File: config.mk
export PLATFORM = sky130hd
export DESIGN_NAME = fetch_redirect_ctrl
export DESIGN_NICKNAME = d
export VERILOG_FILES = /design/src/rtl/fetch_redirect_ctrl.sv
export SDC_FILE = /design/constraint.sdc
export NUM_CORES = 1
export LEC_CHECK = 0
export CORE_MARGIN = 1
export CORE_UTILIZATION = 38
export CTS_CLUSTER_SIZE = 20
export DETAILED_ROUTE_END_ITERATION = 16
export PLACE_DENSITY = 0.8
export REMOVE_ABC_BUFFERS = 1
export SYNTH_ARGS = -nofsm -noshare
export SYNTH_HDL_FRONTEND = slang
export SYNTH_SLANG_ARGS = --single-unit
export TNS_END_PERCENT = 30
File: constraint.sdc
create_clock -name clk_i -period 3.6 [get_ports clk_i]
set_clock_uncertainty 0.15 [all_clocks]
set_input_delay 0.72 -clock clk_i [delete_from_list [all_inputs] [get_ports clk_i]]
set_output_delay 0.72 -clock clk_i [all_outputs]
set_load 0.02 [all_outputs]
File: src/rtl/fetch_redirect_ctrl.sv
// Fetch redirect controller: arbitrates trap/mispredict/jump redirects,
// holds one pending redirect for the fetch unit, and runs the core FSM.
module fetch_redirect_ctrl #(
    parameter int XLEN = 32
) (
    input  logic            clk_i,
    input  logic            rst_i,
    input  logic            en_i,
    input  logic            imem_ready_i,
    input  logic            trap_req_i,
    input  logic [XLEN-1:0] trap_pc_i,
    input  logic            mispredict_req_i,
    input  logic [XLEN-1:0] mispredict_pc_i,
    input  logic            jump_req_i,
    input  logic [XLEN-1:0] jump_pc_i,
    input  logic            halt_req_i,
    input  logic            resume_req_i,
    output logic            fetch_en_o,
    output logic            fetch_stall_o,
    output logic            fetch_branch_o,
    output logic [XLEN-1:0] fetch_branch_pc_o,
    output logic            flush_o,
    output logic [1:0]      epoch_o,
    output logic [1:0]      state_o
);

    typedef enum logic [1:0] {
        IDLE = 2'b00,
        RUN  = 2'b01,
        HALT = 2'b10
    } state_t;

    state_t            state;
    logic              pend_valid;
    logic [XLEN-1:0]   pend_pc;
    logic [1:0]        pend_prio;

    logic              in_valid;
    logic [1:0]        in_prio;
    logic [XLEN-1:0]   in_pc;
    logic              consume;
    logic              load;

    assign state_o           = state;
    assign fetch_en_o        = (state == RUN);
    assign fetch_stall_o     = ~imem_ready_i;
    assign fetch_branch_o    = pend_valid;
    assign fetch_branch_pc_o = pend_pc;

    // Pick the highest-priority incoming redirect (trap > mispredict > jump).
    always_comb begin
        in_valid = 1'b0;
        in_prio  = 2'd0;
        in_pc    = '0;
        if (trap_req_i) begin
            in_valid = 1'b1;
            in_prio  = 2'd2;
            in_pc    = trap_pc_i;
        end else if (mispredict_req_i) begin
            in_valid = 1'b1;
            in_prio  = 2'd1;
            in_pc    = mispredict_pc_i;
        end else if (jump_req_i) begin
            in_valid = 1'b1;
            in_prio  = 2'd0;
            in_pc    = jump_pc_i;
        end
    end

    // A pending entry leaves only when fetch is running and unstalled;
    // a new redirect wins if the slot frees up or it is not lower priority.
    assign consume = pend_valid & fetch_en_o & ~fetch_stall_o;
    assign load    = in_valid
                   & (~pend_valid | consume | (in_prio >= pend_prio));

    // Core run/halt FSM; dropping en_i always returns to IDLE.
    always_ff @(posedge clk_i) begin
        if (rst_i) begin
            state <= IDLE;
        end else if (!en_i) begin
            state <= IDLE;
        end else begin
            unique case (state)
                IDLE:    state <= RUN;
                RUN:     if (halt_req_i) state <= HALT;
                HALT:    if (resume_req_i && !halt_req_i) state <= RUN;
                default: state <= IDLE;
            endcase
        end
    end

    // Pending redirect slot plus the flush pulse and epoch it generates.
    always_ff @(posedge clk_i) begin
        if (rst_i) begin
            pend_valid <= 1'b0;
            pend_pc    <= '0;
            pend_prio  <= 2'd0;
            flush_o    <= 1'b0;
            epoch_o    <= 2'd0;
        end else begin
            if (load) begin
                pend_valid <= 1'b1;
                pend_pc    <= in_pc;
                pend_prio  <= in_prio;
            end else if (consume) begin
                pend_valid <= 1'b0;
            end
            flush_o <= load;
            epoch_o <= epoch_o + {1'b0, load};
        end
    end

endmodule

* After elaboration in Yosys (flattened, before gate mapping) *
Cells that the tools add are included.

word-level totals
  register bits = 40
  logic and storage cells = 39
  output and inout port bits = 40

operators by class
  reduce and logical (&&, ||, !) cells = 6
  muxes and demuxes = 13
  add/sub/neg operators = 1
  magnitude comparators = 1
  bitwise gates (word level) = 8
  equality and inequality tests = 4

operators by type and width
  kind                number
  $mux 32             3
  $mux 1              6
  $mux 2              3
  $pmux 2 s3          1
  $ne 2x2->1 const B  2
  $and 1x1->1         3
  $not 1->1           3
  $add 2x1->2         1
  $eq 2x1->1 const B  1
  $eq 2x2->1 const B  1
  $ge 2x2->1          1
  $logic_not 2->1     1
  $or 1x1->1          2
  $reduce_and 2->1    1
  $reduce_bool 2->1   1
  $reduce_or 2->1     1
  $logic_and 1x1->1   1
  $logic_not 1->1     1

* Longest topological paths before layout *
  depth in word-level cells = 7
  depth in mapped cells = 12

* Worst setup path before layout *
Ideal clock, no wire load.

  kind = in2reg
  start point = in trap_req_i
  end point = reg epoch_o[1]
  arrival = 2.527 ns
  cell stages on the path = 12
  path slack = 0.786 ns
  cells stage by stage = buf_6 inv_2 buf_2 nand2_1 ha_1 nor2b_1 o2111a_2 buf_2 nor2_1 ha_1 xnor2_1 nor2_1

on the way
  cells in the longest elaborated chain, start to end = 5
  elaborated cells on any way between the ends = 6
  those cells by class = 1 x add/sub; 1 x order compare; 2 x mux; 2 x bitwise

ends and longest elaborated chain
  what                  RTL line  source
  start, declared       10        input logic trap_req_i,
  $mux 2                55        if (trap_req_i) begin
  $ge 2x2->1            74        & (~pend_valid | consume | (in_prio >= pend_prio));
  $or 1x1->1            74
  $and 1x1->1 (*)       74
  via load              42        logic load;
  $add 2x1->2 (*)       109       epoch_o <= epoch_o + {1'b0, load};
  end signal, assigned  109
  end, declared         23        output logic [1:0] epoch_o,

Mark *: on every way through the listed nets, which the timed path passes. The rest lies on a longest branch.
A chain may end at the register's enable or synchronous reset.

* Worst setup path after layout *
  start point = in jump_req_i
  end point = reg pend_pc[8], in the netlist fetch_branch_pc_o[8]

on the way
  cells in the longest elaborated chain, start to end = 4
  elaborated cells on any way between the ends = 7
  those cells by class = 6 x mux; 1 x bitwise

ends and longest elaborated chain
  what                  RTL line  source
  start, declared       14        input logic jump_req_i,
  $mux 1                63        end else if (jump_req_i) begin
  $mux 1                59        end else if (mispredict_req_i) begin
  $mux 1                55
  $and 1x1->1           74
  end signal, assigned  103       pend_pc <= in_pc;
  end, declared         35        logic [XLEN-1:0] pend_pc;

Parallel ways exist; a longest one is shown, timed or not.

==> run metrics <==
post-synth top area share=31.9%; Root Driver=clkbuf_8; TritonRoute pass-1 iters=5; crit path buf inv count=2; Post-layout nets=478; Hold Path End=fetch_branch_pc_o[22]; fin crit share=77.3%; CTS Buf Count=5; first-pass GRT wire length=12.5 mm; largest net degree at the start of global routing=36; die area=6940 um2; most instantiated cells after synthesis=dfxtp_1, o21ai_0, a21oi_2, a221o_1, o2111ai_2; clock insertion delay at the later pin of the skew report=290 ps; Critical Path RT=3680 ps; post-DR wirelength/cell=17.2 um; area delta synth->final=59.6%; Leakage=1.37 nW; top-count cell post-synth=dfxtp_1; CP Max Fanout=16; initial antenna violation count=0; CTS H-tree lvls=2; Pwr Total=0.00135 W; largest cells by area after synthesis=dfxtp_1, o2111ai_2, a221o_1, a21oi_2, o21ai_0; crit start category=primary input; Routed Antenna Nets=0; CTS tree=built; Worst EP arrival=2860 ps; status=finished, final reports clean; min cycle time layout=2780 ps; Yosys warning count=0; Sw Ratio=29.6%; # Post-CTS Setup Buffers=0; GRT Util Overall=22.4%; Crit path max-delay family=buffers and inverters; DRC viols=0; n_diodes=0; grt ovf=0; worst hold path type=flip-flop to flip-flop; clock tree sinks=40; vias in the first global route=2611; CP Class=primary input to flip-flop; combinational share of power=35.4%; Cell Int Power=0.000949 W; Async S/R FF share, synth=0%; DRT iter0 DRCs=88; RR Startpoint=pend_prio[0]; Initial Utilization=39.6%; Finish-stage setup viols=0; Yosys cell types=32; Chip Width=83.3 um; via count=2565; vias per cell=5.73; Crit. End Element=flip-flop; Reg clk slew, reported paths=80 ps; Worst-Margin Slew=787 ps; slowest CP cell=nor2b_2; Post-CTS Hold Buffers=0; unrepaired setup endpoints after global routing=false; Worst R2R Setup Slack=1650 ps; P_sw=0.000398 W; Max IR drop VDD=0.000232 V; leading area contributor after synthesis=dfxtp_1; sequential fraction of the synthesis area=31.9%; Ports=145; worst-path cell chain=clkdlybuf4s50_1 > nor2b_2 > buf_4 > a221o_1 > o2111ai_2 > a21oi_2; fillers=538; buffers added on ports=144; clock power share=27.1%; layout cells sized above 1=23.2%; max_cap viols=0; Post-synth EDFFs=0; gpl congestion=0.754; post-cts resize count=0; syn_area_per_cell=10.5 um2; Main synth FF type=dfxtp_1; reg2reg end=fetch_branch_pc_o[0]; Fmax achieved=0.360 GHz; Max Slew Vio Count=0; Slew HR=47.3%; die height=83.3 um; cell count after synthesis=240; Fin Setup TNS=0 ps; hold path cells=2; slowest stage delay, CP=710 ps; clock buffer depth=2; Flop pwr share=37.5%; FP Rows=29; Power Density=336 nW/um2; R2R cell count=6; synthesized area=2510 um2; HPWL Detailed=5.45 mm; hold_sp=fetch_branch_pc_o[22]; Synth Register Bits=40; Fin. Hold Viols=0; Core ar.=6350 um2; final wirelength=7.73 mm
==> final cells by class <==
class,count,area [um2],share of cell area (%)
Clock buffer,5,68.8,1.72
Timing Repair Buffer,154,1510,37.7
Inverter,7,26.3,0.655
Clock inverter,3,42.5,1.06
Tap cell,77,96.3,2.40
Sequential cell,40,801,20.0
Multi-Input combinational cell,162,1460,36.5
==> state kept, by name (all words and copies together), names as in the netlist <==
name and flops:
state_o 2, fetch_branch_pc_o 32, epoch_o 2, flush_o 1, pend_prio 2, fetch_branch_o 1
==> power groups by stage <==
stage	Combinational, W	Sequential [W]	Clock (W)
global placement	0.000471	0.000514	0
floorplan	0.000163	0.000561	0
detailed placement	0.000478	0.000515	0
finish	0.000476	0.000505	0.000365
CTS	0.000480	0.000505	0.000371
global route	0.000508	0.000510	0.000386
==> tightest hold or removal path, delay by kind of cell, from the launching register on <==
family / cells / cell delay, ps
flops: 1 / 310
compound gates: 2 / 120
==> logic make-up after synthesis <==
logic type               count (synthesis)  share of synthesized area [%]
AO/OA/AOI/OAI                          139                           51.1
flip-flops                              40                           31.9
buffers and inverters                   38                           10.4
AND/OR/NAND/NOR                         19                           4.78
adder cells (fa/ha/maj)                  3                           1.49
XOR/XNOR                                 1                          0.349
==> worst max path at each step <==
stage                                start                   end  slack, ps  depth (start not counted)
after global routing      mispredict_req_i  fetch_branch_pc_o[7]        700                          8
after CTS                       jump_req_i  fetch_branch_pc_o[8]        810                          6
after detailed placement        jump_req_i  fetch_branch_pc_o[8]        500                          6
after global placement          jump_req_i  fetch_branch_pc_o[8]        560                          6
after floorplan                 trap_req_i  fetch_branch_pc_o[0]         60                          7
final                           jump_req_i  fetch_branch_pc_o[8]        820                          6
==> metal layers <==
layer	GRT usage [%]	part of all wire (%)	wire length (um)	up-vias
met3	6.26	7.2	560	16
met1	26.5	41	3180	1215
met2	38.6	49	3820	108
met5	0	0	0	-
li1	-	-	-	1226
met4	8.15	2.1	166	0
==> cell usage in the layout, fill, tap and decap left out, types with 4 or more instances in the layout <==
master	netlist	routed
clkbuf_8	0	5
nor2_1	5	5
a21oi_1	7	7
inv_1	5	5
nand2_1	4	4
o2111ai_2	30	29
o21ai_0	34	34
a221o_1	30	30
a21oi_2	30	30
dfxtp_1	40	40
clkdlybuf4s50_1	0	143
buf_4	6	10
==> per-stage QoR <==
stage          cells  worst slack (ps)  instance area [um2]  hold WS [ps]  util, %
5_1_grt          448               697                 4010           366     63.1
6_report         448               819                 4010           327     63.1
4_1_cts          448               813                 4010           330     63.1
3_3_place_gp     440               560                 3900           309     61.4
3_5_place_dp     440               499                 3900           321     61.4
2_1_floorplan    209              62.0                 2280           298        -
Note: power is estimated with default switching activity, not from simulation.
